**src/rtl/uart_cfg_pkg.sv**
```systemverilog
// uart_cfg_pkg: shared parser states, error codes and stop-selector decode
package uart_cfg_pkg;
  typedef enum logic [2:0] {ST_H0, ST_H1, ST_H2, ST_CH, ST_MODE, ST_INTV, ST_BAUD, ST_CSUM} st_t;
  localparam logic [2:0] ERR_NONE = 3'd0;
  localparam logic [2:0] ERR_CSUM = 3'd1;
  localparam logic [2:0] ERR_CH = 3'd2;
  localparam logic [2:0] ERR_MODE = 3'd3;
  localparam logic [2:0] ERR_BAUD = 3'd4;
  localparam logic [2:0] ERR_TMO = 3'd5;
  // bytes preceding the checksum byte
  localparam int FRAME_LEN = 13;
  // {valid, stop code}: selector 1..4 maps to 11,10,01,00
  function automatic logic [2:0] stop_dec(input logic [2:0] s);
    logic [2:0] d;
    d = 3'd4 - s;
    return {s != 3'd0 && s <= 3'd4, d[1:0]};
  endfunction
endpackage

```
**src/rtl/uart_cfg_regbank.sv**
```systemverilog
// uart_cfg_regbank: per-channel UART settings with committed-write strobe
module uart_cfg_regbank #(
  parameter int NUM_CH = 4,
  parameter int CW = NUM_CH > 1 ? $clog2(NUM_CH) : 1,
  parameter logic [31:0] DEF_BAUD = 32'd115200,
  parameter logic [31:0] DEF_INTERVAL = 32'd0
) (
  input  logic                   clk,
  input  logic                   rst,
  input  logic                   we,
  input  logic [CW-1:0]          ch,
  input  logic                   par,
  input  logic [1:0]             stp,
  input  logic [31:0]            intv,
  input  logic [31:0]            bd,
  output logic [NUM_CH-1:0]      parity,
  output logic [2*NUM_CH-1:0]    stopbit,
  output logic [32*NUM_CH-1:0]   interval,
  output logic [32*NUM_CH-1:0]   baud,
  output logic [NUM_CH-1:0]      cfg_update
);
  logic [1:0] stp_r [NUM_CH];
  logic [31:0] intv_r [NUM_CH];
  logic [31:0] bd_r [NUM_CH];
  always_ff @(posedge clk or posedge rst)
    if (rst) begin
      parity <= '0;
      cfg_update <= '0;
      for (int i = 0; i < NUM_CH; i++) begin
        stp_r[i] <= 2'b11;
        intv_r[i] <= DEF_INTERVAL;
        bd_r[i] <= DEF_BAUD;
      end
    end else begin
      cfg_update <= '0;
      if (we) begin
        parity[ch] <= par;
        stp_r[ch] <= stp;
        intv_r[ch] <= intv;
        bd_r[ch] <= bd;
        cfg_update[ch] <= 1'b1;
      end
    end
  for (genvar c = 0; c < NUM_CH; c++) begin : g_flat
    assign stopbit[2*c+:2] = stp_r[c];
    assign interval[32*c+:32] = intv_r[c];
    assign baud[32*c+:32] = bd_r[c];
  end
endmodule

```
**src/rtl/uart_cfg_frame_parser.sv**
```systemverilog
// uart_cfg_frame_parser: framed config byte parser with checksum, range checks and timeout
module uart_cfg_frame_parser
  import uart_cfg_pkg::*;
#(
  parameter int NUM_CH = 4,
  parameter logic [23:0] HDR = 24'hEEDDCC,
  parameter logic [31:0] DEF_BAUD = 32'd115200,
  parameter logic [31:0] DEF_INTERVAL = 32'd0,
  parameter logic [31:0] BAUD_MIN = 32'd1200,
  parameter logic [31:0] BAUD_MAX = 32'd3000000,
  parameter logic [31:0] TIMEOUT_CYC = 32'd1000000
) (
  input  logic                   clk,
  input  logic                   rst,
  input  logic                   wen,
  input  logic [7:0]             din,
  output logic [NUM_CH-1:0]      parity,
  output logic [2*NUM_CH-1:0]    stopbit,
  output logic [32*NUM_CH-1:0]   interval,
  output logic [32*NUM_CH-1:0]   baud,
  output logic [NUM_CH-1:0]      cfg_update,
  output logic                   err_valid,
  output logic [2:0]             err_code,
  output logic                   busy
);
  localparam int CW = NUM_CH > 1 ? $clog2(NUM_CH) : 1;
  st_t state, nxt, hdr_fb;
  logic [31:0] cnt, sh_int, sh_baud;
  logic [7:0] sh_ch, xr;
  logic [2:0] sh_sel, sd, ecode;
  logic [1:0] bc;
  logic sh_par, fin, commit, fin_err, tmo;
  always_ff @(posedge clk or posedge rst)
    if (rst) state <= ST_H0;
    else state <= nxt;
  always_comb begin
    nxt = state;
    hdr_fb = din == HDR[23:16] ? ST_H1 : ST_H0;
    if (tmo) nxt = ST_H0;
    else if (wen)
      case (state)
        ST_H0:   nxt = hdr_fb;
        ST_H1:   nxt = din == HDR[15:8] ? ST_H2 : hdr_fb;
        ST_H2:   nxt = din == HDR[7:0] ? ST_CH : hdr_fb;
        ST_CH:   nxt = ST_MODE;
        ST_MODE: nxt = ST_INTV;
        ST_INTV: nxt = bc == 2'd3 ? ST_BAUD : ST_INTV;
        ST_BAUD: nxt = bc == 2'd3 ? ST_CSUM : ST_BAUD;
        default: nxt = ST_H0;
      endcase
  end
  always_comb begin
    sd = stop_dec(sh_sel);
    ecode = din != xr ? ERR_CSUM :
            {24'd0, sh_ch} >= 32'(NUM_CH) ? ERR_CH :
            !sd[2] ? ERR_MODE :
            sh_baud < BAUD_MIN || sh_baud > BAUD_MAX ? ERR_BAUD : ERR_NONE;
    fin = wen && state == ST_CSUM;
    commit = fin && ecode == ERR_NONE;
    fin_err = fin && ecode != ERR_NONE;
    tmo = TIMEOUT_CYC != 32'd0 && state != ST_H0 && !wen && cnt >= TIMEOUT_CYC - 32'd1;
  end
  // cnt holds the idle cycles since the last byte; it saturates rather than wraps
  always_ff @(posedge clk or posedge rst)
    if (rst) begin
      cnt <= '0;
      bc <= '0;
      xr <= '0;
      sh_ch <= '0;
      sh_par <= 1'b0;
      sh_sel <= '0;
      sh_int <= '0;
      sh_baud <= '0;
      err_valid <= 1'b0;
      err_code <= ERR_NONE;
    end else begin
      err_valid <= fin_err || tmo;
      if (fin_err || tmo) err_code <= tmo ? ERR_TMO : ecode;
      if (wen) begin
        cnt <= '0;
        xr <= state == ST_CH ? din : xr ^ din;
        bc <= state == ST_INTV || state == ST_BAUD ? bc + 2'd1 : 2'd0;
        if (state == ST_CH) sh_ch <= din;
        if (state == ST_MODE) {sh_par, sh_sel} <= {din[4], din[2:0]};
        if (state == ST_INTV) sh_int <= {sh_int[23:0], din};
        if (state == ST_BAUD) sh_baud <= {sh_baud[23:0], din};
      end else if (state != ST_H0 && cnt != '1) cnt <= cnt + 32'd1;
    end
  assign busy = state != ST_H0;
  uart_cfg_regbank #(
    .NUM_CH(NUM_CH), .CW(CW), .DEF_BAUD(DEF_BAUD), .DEF_INTERVAL(DEF_INTERVAL)
  ) u_regbank (
    .clk(clk), .rst(rst), .we(commit), .ch(sh_ch[CW-1:0]), .par(sh_par), .stp(sd[1:0]),
    .intv(sh_int), .bd(sh_baud), .parity(parity), .stopbit(stopbit), .interval(interval),
    .baud(baud), .cfg_update(cfg_update)
  );
endmodule
```
**config.mk**
```make
export PLATFORM = sky130hd
export DESIGN_NAME = uart_cfg_frame_parser
export DESIGN_NICKNAME = d
export VERILOG_FILES = /design/src/rtl/uart_cfg_pkg.sv /design/src/rtl/uart_cfg_regbank.sv /design/src/rtl/uart_cfg_frame_parser.sv
export SDC_FILE = /design/constraint.sdc
export NUM_CORES = 1
export LEC_CHECK = 0
export CORE_UTILIZATION = 50
export DETAILED_ROUTE_END_ITERATION = 10
export HOLD_SLACK_MARGIN = 0.03
export PLACE_DENSITY = 0.82
export REMOVE_ABC_BUFFERS = 1
export SETUP_SLACK_MARGIN = 0.02
export SLEW_MARGIN = 20
export SYNTH_ARGS = -nofsm -noshare
export SYNTH_HDL_FRONTEND = slang
export SYNTH_HIERARCHICAL = 1
export SYNTH_SLANG_ARGS = --single-unit
export TNS_END_PERCENT = 1
```
**constraint.sdc**
```tcl
create_clock -name clk -period 11.5 [get_ports clk]
set_clock_uncertainty 0.1 [all_clocks]
set_input_delay 2.3 -clock clk [delete_from_list [all_inputs] [get_ports clk]]
set_output_delay 2.3 -clock clk [all_outputs]
set_load 0.05 [all_outputs]
```
# Yosys cells after proc, flatten, opt, wreduce, memory -nomap -nowiden
# Cells that the tools add are included.
dict set report totals {
  inputBits 11
  word_cells 104
  output_inout_bits 277
  ff_bits 397
}
dict set report classes {
  bitwise 2
  addsub 3
  n_mux 28
  n_reduce_logical 24
  n_lt_le_gt_ge 9
  n_eq_ne 13
}
# operator n
set op_table {}
lappend op_table {{$bwmux 128} 2}
lappend op_table {{$mux 32} 3}
lappend op_table {{$demux 32 s2} 1}
lappend op_table {{$add 32x1->32 const B} 1}
lappend op_table {{$ge 32x20->1 const B} 1}
lappend op_table {{$gt 32x22->1 const B} 1}
lappend op_table {{$lt 32x11->1 const B} 1}
lappend op_table {{$ne 32x32->1 const B} 1}
lappend op_table {{$eq 8x8->1 const B} 3}
lappend op_table {{$mux 3} 7}
lappend op_table {{$pmux 3 s7} 1}
lappend op_table {{$eq 3x3->1 const B} 4}
lappend op_table {{$mux 2} 5}
lappend op_table {{$logic_and 1x1->1} 9}
lappend op_table {{$reduce_bool 3->1} 3}
lappend op_table {{$bwmux 8} 1}
lappend op_table {{$ge 8x3->1 const B} 1}
lappend op_table {{$mux 8} 1}
lappend op_table {{$ne 8x8->1} 1}
lappend op_table {{$reduce_and 2->1} 4}
lappend op_table {{$xor 8x8->8} 1}
lappend op_table {{$eq 3x2->1 const B} 2}
lappend op_table {{$logic_not 3->1} 2}
lappend op_table {{$bwmux 4} 1}
lappend op_table {{other kinds (17)} 22}

# Logic depth before layout (Yosys ltp)
dict set report logic_depth {
  ltp_word 9
  ltp_mapped 11
  ltp_nobuf 10
}

# By module
# The synthesis kept the hierarchy.
# module instances area_per_inst_um2 seq_area_each_um2 cells_each
set by_module_without_submodules {}
lappend by_module_without_submodules {uart_cfg_regbank 1 10063.4 6836.6 575}
lappend by_module_without_submodules {uart_cfg_frame_parser 1 5761.8 3128.0 506}

# Worst setup path before layout
# No wires, ideal clock.
dict set report synth_timing {
  path_type {input -> register}
  startpoint {in din[0]}
  endpoint {reg u_regbank.intv_r (netlist bit u_regbank/interval[10])}
  setup_time_ns 0.128
  required_time_ns 11.272
  stages 10
  setup_slack_ns 6.901
  n_path_buf 3
  arrival_ns 4.372
  path_cell_list {clkbuf_1 -> xnor2_1 -> nand4_1 -> nor3_4 -> nand3_2 -> nor2_1 -> nor3b_2 -> buf_4 -> buf_4 -> mux2_1}
}
dict set report synth_between {
  elab_chain_len 4
}
# element line_no
set synth_rtl {}
lappend synth_rtl {{start: declaration} uart_cfg_frame_parser.sv:16} ;# input logic [7:0] din,
lappend synth_rtl {{$ne 8x8->1} uart_cfg_frame_parser.sv:54} ;# ecode = din != xr ? ERR_CSUM :
lappend synth_rtl {{$mux 3} uart_cfg_frame_parser.sv:54}
lappend synth_rtl {{$logic_not 3->1} uart_cfg_frame_parser.sv:59} ;# commit = fin && ecode == ERR_NONE;
lappend synth_rtl {{$logic_and 1x1->1} uart_cfg_frame_parser.sv:59}
lappend synth_rtl {{named net commit} uart_cfg_frame_parser.sv:32} ;# logic sh_par, fin, commit, fin_err, tmo;
lappend synth_rtl {{end signal: indexed assignment} uart_cfg_regbank.sv:39} ;# intv_r[ch] <= intv;
lappend synth_rtl {{end: declaration} uart_cfg_regbank.sv:23} ;# logic [31:0] intv_r [NUM_CH];
# The timed path passes the listed nets, and every way through them passes these cells.
# A chain may end at the register's enable or synchronous reset.

# Worst setup path after layout
dict set report layout_timing {
  startpoint {reg state[2]}
  endpoint {out busy}
}
dict set report layout_between {
  elab_chain_len 1
}
# element line_no
set layout_rtl {}
lappend layout_rtl {{start: declaration} uart_cfg_frame_parser.sv:27} ;# st_t state, nxt, hdr_fb;
lappend layout_rtl {{start signal: assignment} uart_cfg_frame_parser.sv:35} ;# else state <= nxt;
lappend layout_rtl {{$reduce_bool 3->1} uart_cfg_frame_parser.sv:89} ;# assign busy = state != ST_H0;
lappend layout_rtl {{end: declaration} uart_cfg_frame_parser.sv:24} ;# output logic busy
# Every way passes these cells.

==> results_tabular.tex <==
\begin{tabular}{lr}
\hline
Metric & Value \\
\hline
\multicolumn{2}{l}{\textbf{Worst setup path}} \\
Worst Path Class, Setup & reg2out \\
Data arrival time of the critical path & 2700 ps \\
Largest fanout on the critical path & 16 \\
Startpoint Class & register \\
Worst endpoint required time & 9100 ps \\
Setup slack, reg-to-reg & 7980 ps \\
Crit Reg-Reg Startpoint & sh\_ch[2]\$\_DFFE\_PP0P\_ \\
Capture instance of the worst register-to-register path & u\_regbank/interval[27]\$\_DFFE\_PP0P\_ \\
Endpoint kind of the worst setup timing path & output port \\
Reg2reg path depth & 8 \\
\multicolumn{2}{l}{\textbf{Drt}} \\
Detailed router's first-iteration violation count & 638 \\
Vias after detailed routing & 10,000 \\
Average routed wire per standard cell & 20.7 um \\
First-pass detailed-route iteration total & 8 \\
Via density per instance & 5.58 \\
Post-route antenna net violation count & 0 \\
DRC Markers & 25 \\
Wire length reported by the detailed router & 37.3 mm \\
\multicolumn{2}{l}{\textbf{Outcome}} \\
Violations in the final reports & design-rule violations \\
Run status & finished, violations left \\
\multicolumn{2}{l}{\textbf{Synth}} \\
Share of flip-flops with an asynchronous set or reset & 100\% \\
Library cells used by synthesis & 53 \\
Main synth FF type & sky130\_fd\_sc\_hd\_\_dfrtp\_1 \\
Number of enable flip-flop cells after synthesis & 0 \\
Share of synthesized area occupied by flip-flops and latches & 63.0\% \\
Total number of yosys warnings & 6 \\
Summed instance area of the synthesized netlist & 15,800 um\^{}2 \\
Avg Cell Area, Syn & 14.6 um\^{}2 \\
FF+latch count, synth & 397 \\
Gate Count Post-Synth & 1,081 \\
\multicolumn{2}{l}{\textbf{Global routing}} \\
GRT Residual Overflow & 0 \\
Largest net degree at the start of global routing & 117 \\
Vias in the first global route & 10,500 \\
First-pass GRT wire length & 60.3 mm \\
Total routing resource utilization after global routing & 23.6\% \\
Number of antenna violations at the first check in global routing & 1 \\
\multicolumn{2}{l}{\textbf{STA}} \\
Transition time of the tightest slew-check pin & 1110 ps \\
Final critical-path share of the clock period & 44.3\% \\
Max frequency & 0.196 GHz \\
Final max-slew violation count & 0 \\
Final Hold Viols & 0 \\
Worst relative slew slack & 26.2\% \\
TNS Setup & 0 ps \\
Final min period & 5100 ps \\
Count of final setup violators & 0 \\
Setup repair after global routing missed its margin & false \\
\multicolumn{2}{l}{\textbf{Floorplan}} \\
Initial cell density of the core & 51.3\% \\
Standard-cell rows & 64 \\
Number of ports placed on the die boundary & 288 \\
Std-Cell Core Area & 30,800 um\^{}2 \\
Die height & 180 um \\
Floorplan die area & 32,400 um\^{}2 \\
DIE WIDTH & 180 um \\
\multicolumn{2}{l}{\textbf{Layout}} \\
\# diodes & 0 \\
Count of fill cells added during filler insertion & 2,153 \\
Post-layout util & 66.8\% \\
Syn-to-layout area delta & 30.1\% \\
Number of non-filler instances in the completed layout & 1,798 \\
Net total in the final layout & 1,384 \\
Most common cell after layout, fill and taps aside & sky130\_fd\_sc\_hd\_\_dfrtp\_1 \\
FF+latch area & 9960 um\^{}2 \\
Commonest cells after routing, fill and taps aside & sky130\_fd\_sc\_hd\_\_dfrtp\_1, sky130\_fd\_sc\_hd\_\_clkdlybuf4s50\_1, sky130\_fd\_sc\_hd\_\_mux2\_2, sky130\_fd\_sc\_hd\_\_mux2\_1, sky130\_fd\_sc\_hd\_\_clkbuf\_16 \\
Fraction of final layout cells sized beyond drive strength 1 & 29.2\% \\
Multi-input combinational cell area & 5560 um\^{}2 \\
\multicolumn{2}{l}{\textbf{Worst hold path}} \\
Hold path startpoint & u\_regbank/interval[10]\$\_DFFE\_PP0P\_ \\
Kind of path behind the tightest hold check & reg2reg \\
Hold path endpoint & u\_regbank/interval[10]\$\_DFFE\_PP0P\_ \\
Count of cells along the worst hold path & 1 \\
\multicolumn{2}{l}{\textbf{Run}} \\
Count of max-cap constraint violations & 0 \\
\multicolumn{2}{l}{\textbf{Power}} \\
Highest ir drop seen on vdd & 0.106 mV \\
Total design power & 3.02 mW \\
Power Density & 147 nW/um\^{}2 \\
Static Leak & 9.78 nW \\
\multicolumn{2}{l}{\textbf{Clocking}} \\
TritonCTS Sinks & 397 \\
TritonCTS clock tree & yes \\
Clock slew at reported path FFs & 60 ps \\
Resize count post-CTS & 0 \\
Number of buffers between clock root and the deepest sink & 3 \\
Number of buffers added by the clock tree synthesis step & 42 \\
Post-CTS setup repair buffer count & 0 \\
Clock Root Buffer & sky130\_fd\_sc\_hd\_\_clkbuf\_16 \\
CTS Hold Buffers Added & 0 \\
H-tree depth reported by CTS & 2 \\
Clock latency of the later-clocked register in the worst-skew pair & 530 ps \\
\multicolumn{2}{l}{\textbf{Placed design}} \\
Hpwl dp & 24.3 mm \\
\# placed instances & 1,722 \\
RePlAce Congestion & 0.831 \\
Port Buffers & 287 \\
\hline
\end{tabular}
==> layout make-up <==
type	instances	area share (%)
Multi-Input combinational cell	616	27.0
Timing Repair Buffer	298	14.4
Clock inverter	17	1.43
Tap cell	396	2.41
Clock buffer	59	6.02
Inverter	15	0.334
Sequential cell	397	48.4
==> state kept, by name (all words and copies together) (netlist names) <==
register and count:
state 3, sh_int 32, sh_sel 3, sh_ch 8, xr 8, u_regbank/baud 128, cnt 32, bc 2
u_regbank/stopbit 8, err_code 3, err_valid 1, u_regbank/interval 128, u_regbank/parity 4, sh_baud 32, sh_par 1, u_regbank/cfg_update 4
==> synth_stat cells, types with 2 or more instances <==
library cell | instances | share of area (%)
sky130_fd_sc_hd__a31oi_1 | 2 | 0.079
sky130_fd_sc_hd__nand3_1 | 23 | 0.73
sky130_fd_sc_hd__buf_1 | 2 | 0.047
sky130_fd_sc_hd__a21o_1 | 3 | 0.14
sky130_fd_sc_hd__nor2_1 | 41 | 0.97
sky130_fd_sc_hd__and4_1 | 3 | 0.17
sky130_fd_sc_hd__o31ai_1 | 2 | 0.095
sky130_fd_sc_hd__xnor2_1 | 19 | 1.1
sky130_fd_sc_hd__o211ai_1 | 2 | 0.095
sky130_fd_sc_hd__nor4_1 | 11 | 0.43
sky130_fd_sc_hd__dfrtp_1 | 373 | 59
sky130_fd_sc_hd__and3_1 | 3 | 0.12
sky130_fd_sc_hd__nand3b_1 | 3 | 0.14
sky130_fd_sc_hd__xor2_1 | 16 | 0.89
sky130_fd_sc_hd__or2_2 | 6 | 0.24
sky130_fd_sc_hd__clkbuf_1 | 22 | 0.52
sky130_fd_sc_hd__or3_1 | 5 | 0.20
sky130_fd_sc_hd__a21oi_1 | 9 | 0.28
sky130_fd_sc_hd__mux2_1 | 57 | 4.1
sky130_fd_sc_hd__nand4_1 | 22 | 0.87
sky130_fd_sc_hd__mux2_2 | 284 | 20
sky130_fd_sc_hd__o21ai_0 | 22 | 0.70
sky130_fd_sc_hd__inv_1 | 14 | 0.33
sky130_fd_sc_hd__buf_2 | 22 | 0.70
sky130_fd_sc_hd__dfstp_2 | 24 | 4.0
sky130_fd_sc_hd__or4_1 | 3 | 0.14
sky130_fd_sc_hd__nor3b_1 | 4 | 0.19
sky130_fd_sc_hd__or4_4 | 2 | 0.14
sky130_fd_sc_hd__ha_1 | 3 | 0.24
sky130_fd_sc_hd__nor3_1 | 10 | 0.32
sky130_fd_sc_hd__nor2b_1 | 2 | 0.079
sky130_fd_sc_hd__a211oi_1 | 2 | 0.095
sky130_fd_sc_hd__nand3_2 | 2 | 0.13
sky130_fd_sc_hd__a32o_1 | 8 | 0.51
sky130_fd_sc_hd__buf_4 | 6 | 0.28
sky130_fd_sc_hd__nand2_1 | 32 | 0.76
==> worst max-delay path by stage <==
stage	start	to	slack [ps]	cells past startpoint
final	state[2]$_DFFE_PP0P_	busy	6400	3
after global routing	state[2]$_DFFE_PP0P_	busy	6300	3
after CTS	state[2]$_DFFE_PP0P_	busy	6430	3
after detailed placement	din[0]	u_regbank/baud[22]$_DFFE_PP0P_	5990	9
after global placement	din[1]	u_regbank/interval[21]$_DFFE_PP0P_	6060	9
after floorplan	rst	u_regbank/baud[0]$_DFFE_PP0P_	1640	1
==> routing by layer <==
metal / global-route usage (%) / share of wire [%]
met1: 30.6 / 41
met2: 40.7 / 51
met3: 4.56 / 5.2
met4: 5.83 / 2.1
met5: 0 / 0.029
==> logic make-up after synthesis <==
logic type	Yosys count	synth area share (%)
xor gates and xnor gates	35	1.94
DFF	397	63.0
muxes	342	24.3
and+or+nand+nor	178	6.08
AOI/OAI and AO/OA	58	2.47
buffers and inverters	68	1.98
adders and majority gates	3	0.237
==> worst max-delay path, cell delays in order (launching register included) <==
cell and delay, ps:
sky130_fd_sc_hd__dfrtp_1 560, sky130_fd_sc_hd__nor3_1 650, sky130_fd_sc_hd__inv_1 210, sky130_fd_sc_hd__clkdlybuf4s50_1 760
==> report_power, final <==
part           switching [mW]  total, mW  internal, mW
clock                   0.543       1.48         0.932
combinational          0.0668      0.105        0.0384
sequential             0.0244       1.44          1.42
==> per-stage QoR <==
stage          cell area [um^2]  setup WS [ps]  hold slack (ps)
2_1_floorplan             15600           1640              380
3_3_place_gp              19000           6060              370
3_5_place_dp              19000           5990              376
4_1_cts                   20600           6430              389
5_1_grt                   20600           6300              406
6_report                  20600           6400              386
(Power assumes the default switching activity.)
